`src/rtl/spike_bitmap_fifo_writer.sv`:
```
// Input-spike FIFO producer: host loads a spike bitmap over OBI, then GO scans it one bit per
// cycle and pushes the index of every set bit into the charge controller's FIFO.
package spike_bitmap_fifo_writer_pkg;
    typedef struct packed {
        logic        req;
        logic        we;
        logic [31:0] addr;
        logic [31:0] wdata;
        logic [3:0]  be;
    } obi_req_t;

    typedef struct packed {
        logic        gnt;
        logic        rvalid;
        logic [31:0] rdata;
    } obi_rsp_t;
endpackage

module spike_bitmap_fifo_writer #(
    parameter int unsigned N     = 256,
    parameter int unsigned M     = 8,
    parameter type         req_t = spike_bitmap_fifo_writer_pkg::obi_req_t,
    parameter type         rsp_t = spike_bitmap_fifo_writer_pkg::obi_rsp_t
) (
    input  logic         CLK,
    input  logic         RSTN,
    input  req_t         obi_slave_req_i,
    output rsp_t         obi_slave_resp_o,
    output logic         FIFO_w_en_o,
    output logic [M-1:0] FIFO_w_data_o,
    input  logic         FIFO_full_i,
    output logic         spikecore_done_o,
    output logic         busy_o
);

    localparam int unsigned NumWords   = N / 32;
    localparam int unsigned IdxW       = $clog2(N);
    localparam int unsigned LastIdxInt = N - 1;
    localparam logic [5:0]  CtrlWord   = 6'(NumWords);
    localparam logic [5:0]  StatusWord = 6'(NumWords + 1);
    localparam logic [M:0]  CountMax   = N[M:0];
    localparam logic [M:0]  LastIdx    = LastIdxInt[M:0];

    typedef enum logic [1:0] {
        StIdle,
        StScan,
        StDone
    } state_e;

    state_e         state_q, state_d;
    logic [N-1:0]   bitmap_q, bitmap_d;
    logic [M:0]     idx_q, idx_d;
    logic [M:0]     count_q, count_d;
    logic           rvalid_q;
    logic [31:0]    rdata_q, rdata_d;

    logic [5:0]     word_addr;
    logic           wr_en, rd_en, ctrl_wr, go, clear;
    logic           cur_bit, push;
    logic           unused_addr;

    assign word_addr   = obi_slave_req_i.addr[7:2];
    assign unused_addr = ^{obi_slave_req_i.addr[31:8], obi_slave_req_i.addr[1:0]};
    assign wr_en       = obi_slave_req_i.req & obi_slave_req_i.we;
    assign rd_en       = obi_slave_req_i.req & ~obi_slave_req_i.we;
    assign ctrl_wr     = wr_en && (word_addr == CtrlWord);
    // CLEAR dominates GO when both are set in one write.
    assign clear       = ctrl_wr && obi_slave_req_i.wdata[1];
    assign go          = ctrl_wr && obi_slave_req_i.wdata[0] && !obi_slave_req_i.wdata[1];

    assign cur_bit = bitmap_q[idx_q[IdxW-1:0]];
    assign push    = (state_q == StScan) && cur_bit && !FIFO_full_i;

    always_comb begin
        state_d = state_q;
        idx_d   = idx_q;
        count_d = count_q;
        unique case (state_q)
            StIdle, StDone: begin
                if (go) begin
                    state_d = StScan;
                    idx_d   = '0;
                    count_d = '0;
                end
            end
            StScan: begin
                // A set bit with the FIFO full holds the scan on the same index.
                if (!cur_bit || !FIFO_full_i) begin
                    idx_d = idx_q + 1'b1;
                    if (push && (count_q != CountMax)) begin
                        count_d = count_q + 1'b1;
                    end
                    if (idx_q == LastIdx) begin
                        state_d = StDone;
                    end
                end
            end
            default: state_d = StIdle;
        endcase
        if (clear) begin
            state_d = StIdle;
            idx_d   = '0;
            count_d = '0;
        end
    end

    // The bitmap is frozen while a scan is in flight.
    always_comb begin
        bitmap_d = bitmap_q;
        if (wr_en && (state_q != StScan)) begin
            for (int w = 0; w < int'(NumWords); w++) begin
                for (int b = 0; b < 4; b++) begin
                    if ((word_addr == 6'(w)) && obi_slave_req_i.be[b]) begin
                        bitmap_d[32*w + 8*b +: 8] = obi_slave_req_i.wdata[8*b +: 8];
                    end
                end
            end
        end
        if (clear) begin
            bitmap_d = '0;
        end
    end

    always_comb begin
        rdata_d = '0;
        if (rd_en) begin
            for (int w = 0; w < int'(NumWords); w++) begin
                if (word_addr == 6'(w)) begin
                    rdata_d = bitmap_q[32*w +: 32];
                end
            end
            if (word_addr == StatusWord) begin
                rdata_d[0]     = (state_q == StScan);
                rdata_d[1]     = (state_q == StDone);
                rdata_d[M+8:8] = count_q;
            end
        end
    end

    always_ff @(posedge CLK or negedge RSTN) begin
        if (!RSTN) begin
            state_q  <= StIdle;
            bitmap_q <= '0;
            idx_q    <= '0;
            count_q  <= '0;
            rvalid_q <= 1'b0;
            rdata_q  <= '0;
        end else begin
            state_q  <= state_d;
            bitmap_q <= bitmap_d;
            idx_q    <= idx_d;
            count_q  <= count_d;
            rvalid_q <= obi_slave_req_i.req;
            rdata_q  <= rdata_d;
        end
    end

    always_comb begin
        obi_slave_resp_o        = '0;
        obi_slave_resp_o.gnt    = obi_slave_req_i.req;
        obi_slave_resp_o.rvalid = rvalid_q;
        obi_slave_resp_o.rdata  = rdata_q;
    end

    assign FIFO_w_en_o      = push;
    assign FIFO_w_data_o    = push ? idx_q[M-1:0] : '0;
    assign busy_o           = (state_q == StScan);
    assign spikecore_done_o = (state_q == StDone);

endmodule

```
`config.mk`:
```
export PLATFORM = sky130hd
export DESIGN_NAME = spike_bitmap_fifo_writer
export DESIGN_NICKNAME = d
export VERILOG_FILES = /design/src/rtl/spike_bitmap_fifo_writer.sv
export SDC_FILE = /design/constraint.sdc
export NUM_CORES = 1
export LEC_CHECK = 0
export CORE_MARGIN = 2
export CORE_UTILIZATION = 55
export DETAILED_ROUTE_END_ITERATION = 16
export GPL_ROUTABILITY_DRIVEN = 0
export PLACE_DENSITY_LB_ADDON = 0.2
export SYNTH_ARGS = -nofsm -noshare
export SYNTH_HDL_FRONTEND = slang
export SYNTH_SLANG_ARGS = --single-unit
```
`constraint.sdc`:
```
create_clock -name CLK -period 4.65 [get_ports CLK]
set_input_delay 0.465 -clock CLK [delete_from_list [all_inputs] [get_ports CLK]]
set_output_delay 0.465 -clock CLK [all_outputs]
set_load 0.02 [all_outputs]
```
After elaboration in Yosys (flattened, before gate mapping)
Index checks and enable logic that the tools add are counted. Widths: inputs -> output; s select.

Flip-flop bits (word level): 309. Bits of input ports: 73. Output and inout port bits: 45. Logic and storage cells: 238.

Add/sub/neg operators: 2. $lt $le $gt $ge: 1. Eq/ne operators: 18. Mux-type cells: 61. Bitwise logic cells: 3. Reduce and logical (&&, ||, !) cells: 116.

Operator list (count): $mux 256 (2); $mux 32 (9); $mux 8 (33); $reduce_bool 2->1 (33); $reduce_and 2->1 (32); $mux 9 (7); $logic_and 1x1->1 (40); $pmux 9 s2 (2); $eq 6x3->1 const B (4); $add 9x1->9 const B (2); $eq 6x2->1 const B (2); $eq 6x4->1 const B (2); $mux 2 (5); $eq 9x8->1 const B (1); $lt 8x9->1 const B (1); $ne 3x1->1 const B (3); $ne 9x9->1 const B (1); $bmux 1 s8 (1); $eq 6x1->1 const B (1); $logic_not 6->1 (1); $reduce_and 3->1 (2); $pmux 2 s2 (1); $reduce_and 4->1 (1); $logic_not 1->1 (3); other kinds (11) (12).

Longest topological paths before layout
Depth after elaboration: 11. Gate-level depth with buffers: 14. Depth with buffers taken out: 9.

Least setup slack after synthesis
Ideal clock, no wire load.

Path type: register -> output. From: register idx_q[0]. To: output port FIFO_w_data_o[0]. Data arrival time: 2.619 ns. Data required time: 4.185 ns. Slack: 1.566 ns. Cell stages (with the launch flop): 11. Buffers on the path: 3. Cell sequence: dfrtp_1 > buf_6 > buf_6 > and2_4 > a221oi_1 > o21ai_0 > a41o_1 > or4_4 > a21bo_2 > buf_6 > nor2_1.

Word-level cells in the longest chain between the ends: 5.

RTL lines: from (decl) (RTL line 52) `logic [M:0] idx_q, idx_d;`; from (signal assigned) (RTL line 151) `idx_q <= idx_d;`; $bmux 1 s8 (RTL line 71) `assign cur_bit = bitmap_q[idx_q[IdxW-1:0]];`; $mux 1 (implied by the code) (RTL line 71); $logic_and 1x1->1 (2 in a row) (RTL line 72) `assign push = (state_q == StScan) && cur_bit && !FIFO_full_i;`; $mux 8 * (RTL line 166) `assign FIFO_w_data_o = push ? idx_q[M-1:0] : '0;`; to (decl) (RTL line 30) `output logic [M-1:0] FIFO_w_data_o,`.

Every way passes the cells marked *; elsewhere a longest branch is shown, timed or not. The select of a mux whose other input is x is not followed.

Worst setup path in the final report
From: register idx_q[0]. To: output port FIFO_w_en_o.

Word-level cells in the longest chain between the ends: 4.

RTL lines: $bmux 1 s8 (RTL line 71); $mux 1 (implied by the code) (RTL line 71); $logic_and 1x1->1 (2 in a row) (RTL line 72); to (decl) (RTL line 29) `output logic FIFO_w_en_o,`.

Every way passes these cells. The select of a mux whose other input is x is not followed.

==> metrics.txt <==
layout cells sized above 1=0.314; PwrDens=between 300 and 400 nW/µm²; multiplexer area fraction after synthesis=0.314; Final min period=about 4500 ps; ant diodes=0; peak per-stage delay on the critical path=690 ps; largest family of logic cells by synthesized area=multiplexers; Vias per Instance=6.61; most frequent cell after synthesis=dfrtp_1; r2r startpoint=idx_q[0]; Post-synth ARST share=1.00; row cnt=63; number of fill cells=between 2,000 and 2,500; worst slew pin tran=~1100 ps; Multi-input gate area=8240 µm²; first-pass GRT wire length=approximately 73,000 µm; Peak VDD IR=0.319 mV; adder-cell share of the synthesized area=0.00302; Die ar.=between 30,000 and 40,000 µm²; number of buffer cells added on primary ports=between 90 and 100; Synth cell types=75; XOR/XNOR Fraction of Synth Area=0; Sink Count=~310; Root Buffer=clkbuf_16; Pins Over Slew Limit=0; clk_skew=~12 ps; register area=7740 µm²; dpl ws=between 600 and 700 ps; critical path fanouts, max=15; core footprint=between 20,000 and 30,000 µm²; top cells by area, synth=dfrtp_1 (47%), mux2_2 (19%), mux4_2 (6.8%), mux2i_1 (3.3%), nor2_1 (2.6%); initial antenna violation count=1; worst path required time=between 4000 and 5000 ps; final core occ=0.639; status=finished clean; Num CTS Buffers=34; nets=1,485; Crit. End Element=output pin; post-synthesis cell type with the largest combined area=dfrtp_1; leak pwr=approximately 8.4 nW; Mapped Nets=1,430; Synth Area in Compound Gates=0.0972; # hold bufs at CTS=0; area delta synth->final=14.2%; Synth Area in Simple Gates=0.0819; Post-Syn Area=about 17,000 µm²; worst-path cell chain=buf_4, mux4_1, a221oi_1, nand3_1, a32oi_1, or4_4, a21bo_2, clkinv_2, clkdlybuf4s50_1; critical path type=register to output pin; Max-Cap Viols=0; Worst path slowest cell=dfrtp_4; Main synth FF type=dfrtp_1; Clock Path Buffers=3; synth warn=0; Worst Setup SP=idx_q[0]; initial core utilization=0.560; register area share after synthesis=0.466; dpl cells=between 1,500 and 2,000; Final Hold Fails=0; Die X-Extent=178 µm; Syn Inst Count=about 1,400; unrepaired setup endpoints after global routing=no; drt wl/cell=25.7 µm; largest net degree at the start of global routing=122; WL final=between 40,000 and 50,000 µm; # IOs=between 100 and 150; # DRC=0; CTS tree=yes; H-tree levels=2; Worst Path Arrival=roughly 4000 ps; Final Setup Violations=0; clock latency on the worst-skew pair=~520 ps; Synth Register Bits=between 300 and 400; EDFF count, synth=0; antenna viol nets, final=0; total grt overflow=0; Max Clock Freq=approximately 0.22 GHz; overall power=between 7 and 8 mW; Setup WS post-layout=187 ps; Avg Inst Size Synth=around 12 µm²; vias in the first global route=12,100; initial DRC count=~1,300; Hold WC Path Type=primary input to async pin; vias=about 12,000; Final TNS setup=0 ps; DP Wirelength=31,900 µm; area fraction of the dominant cell type after synthesis=0.466; Rel. slew slack=0.273; most frequent cells after synthesis=dfrtp_1 (309), mux2_2 (276), nor2_1 (114); clock-pin slew on the worst setup and hold paths=roughly 60 ps; Non-Filler Instances=around 1,800; final worst path period share=0.960; DRT Pass-1 Iters=7; Total Routing Usage GR=0.303; DIE HEIGHT=178 µm; CP startpoint kind=register
[layer usage]
layer	routed length, µm	GRT usage	vias up
met1	20000	0.436	6145
li1	-	-	5164
met4	1700	0.100	0
met3	4040	0.0570	129
met5	0	0	-
met2	21000	0.466	592
[kinds of logic (layout without fill, tap and decap cells)]
family	count (synthesis)	in the layout
buffers and inverters	129	206
multiplexers	398	398
adder cells (fa/ha/maj)	4	4
flip-flops	309	309
AND/OR/NAND/NOR	282	282
AO/OA/AOI/OAI	231	231
[through the flow]
step                hold WS [ps]  instance area, µm²
floorplan                    169               16600
global route                 132               18900
global placement             500               17700
detailed placement           498               17700
finish                      41.8               18900
CTS                          111               18900
[layout by cell type (no fill, tap or decap), drive strengths merged, types with 20 or more instances in the layout]
cell type,instances
dfrtp,309
nand3,20
mux4,65
nor2,115
nand2,53
mux2i,55
mux2,278
a221oi,38
buf,44
clkdlybuf4s50,88
clkbuf,52
a21oi,65
o21ai,34
and2,36
a22oi,29
[worst paths after layout]
check | endpoint | slack [ps] | depth (start not counted)
max | FIFO_w_en_o | 190 | 9
min | bitmap_q[108] | 40 | 1
max reg2reg | count_q[5] | 1020 | 11
min reg2reg | idx_q[8] | 530 | 1
max in group asynchronous | rdata_q[24] | 3510 | 2
min in group CLK | idx_q[8] | 530 | 1
[report_power, final]
| part | switching, mW | leakage (nW) | internal (mW) | total (mW) |
|---|---|---|---|---|
| combinational | 0.845 | 3.56 | 0.690 | 1.53 |
| clock | 1.09 | 0.568 | 1.70 | 2.78 |
| sequential | 0.215 | 4.25 | 2.87 | 3.08 |
| total | 2.15 | 8.37 | 5.25 | 7.40 |
[registers in the layout, summed over array words and instances (netlist names)]
name and flops:
bitmap_q 256, count_q 9, idx_q 9, rdata_q 32, rvalid_q 1, state_q 2
[cell type report]
cell class | instances | share of cell area
clock buffer | 52 | 0.0566
clock inverter | 6 | 0.00436
inverter | 16 | 0.00324
multi-input combinational | 915 | 0.435
sequential | 309 | 0.409
tap | 390 | 0.0258
timing repair buffer | 132 | 0.0665
[worst max-delay path, delay by kind of cell (launching register included)]
kind,cells,cell delay (ps)
buffers and inverters,3,960
AO/OA/AOI/OAI,3,880
flip-flops,1,690
multiplexers,1,630
AND/OR/NAND/NOR,2,310
[timing repair]
| item | CTS | global route |
|---|---|---|
| buffers inserted | 0 | 2 |
| resized for setup | 0 | 2 |
| setup endpoints to repair | 0 | 9 |
| endpoints found under the hold margin | 0 | 0 |
Power figures use the tool's default switching activity.
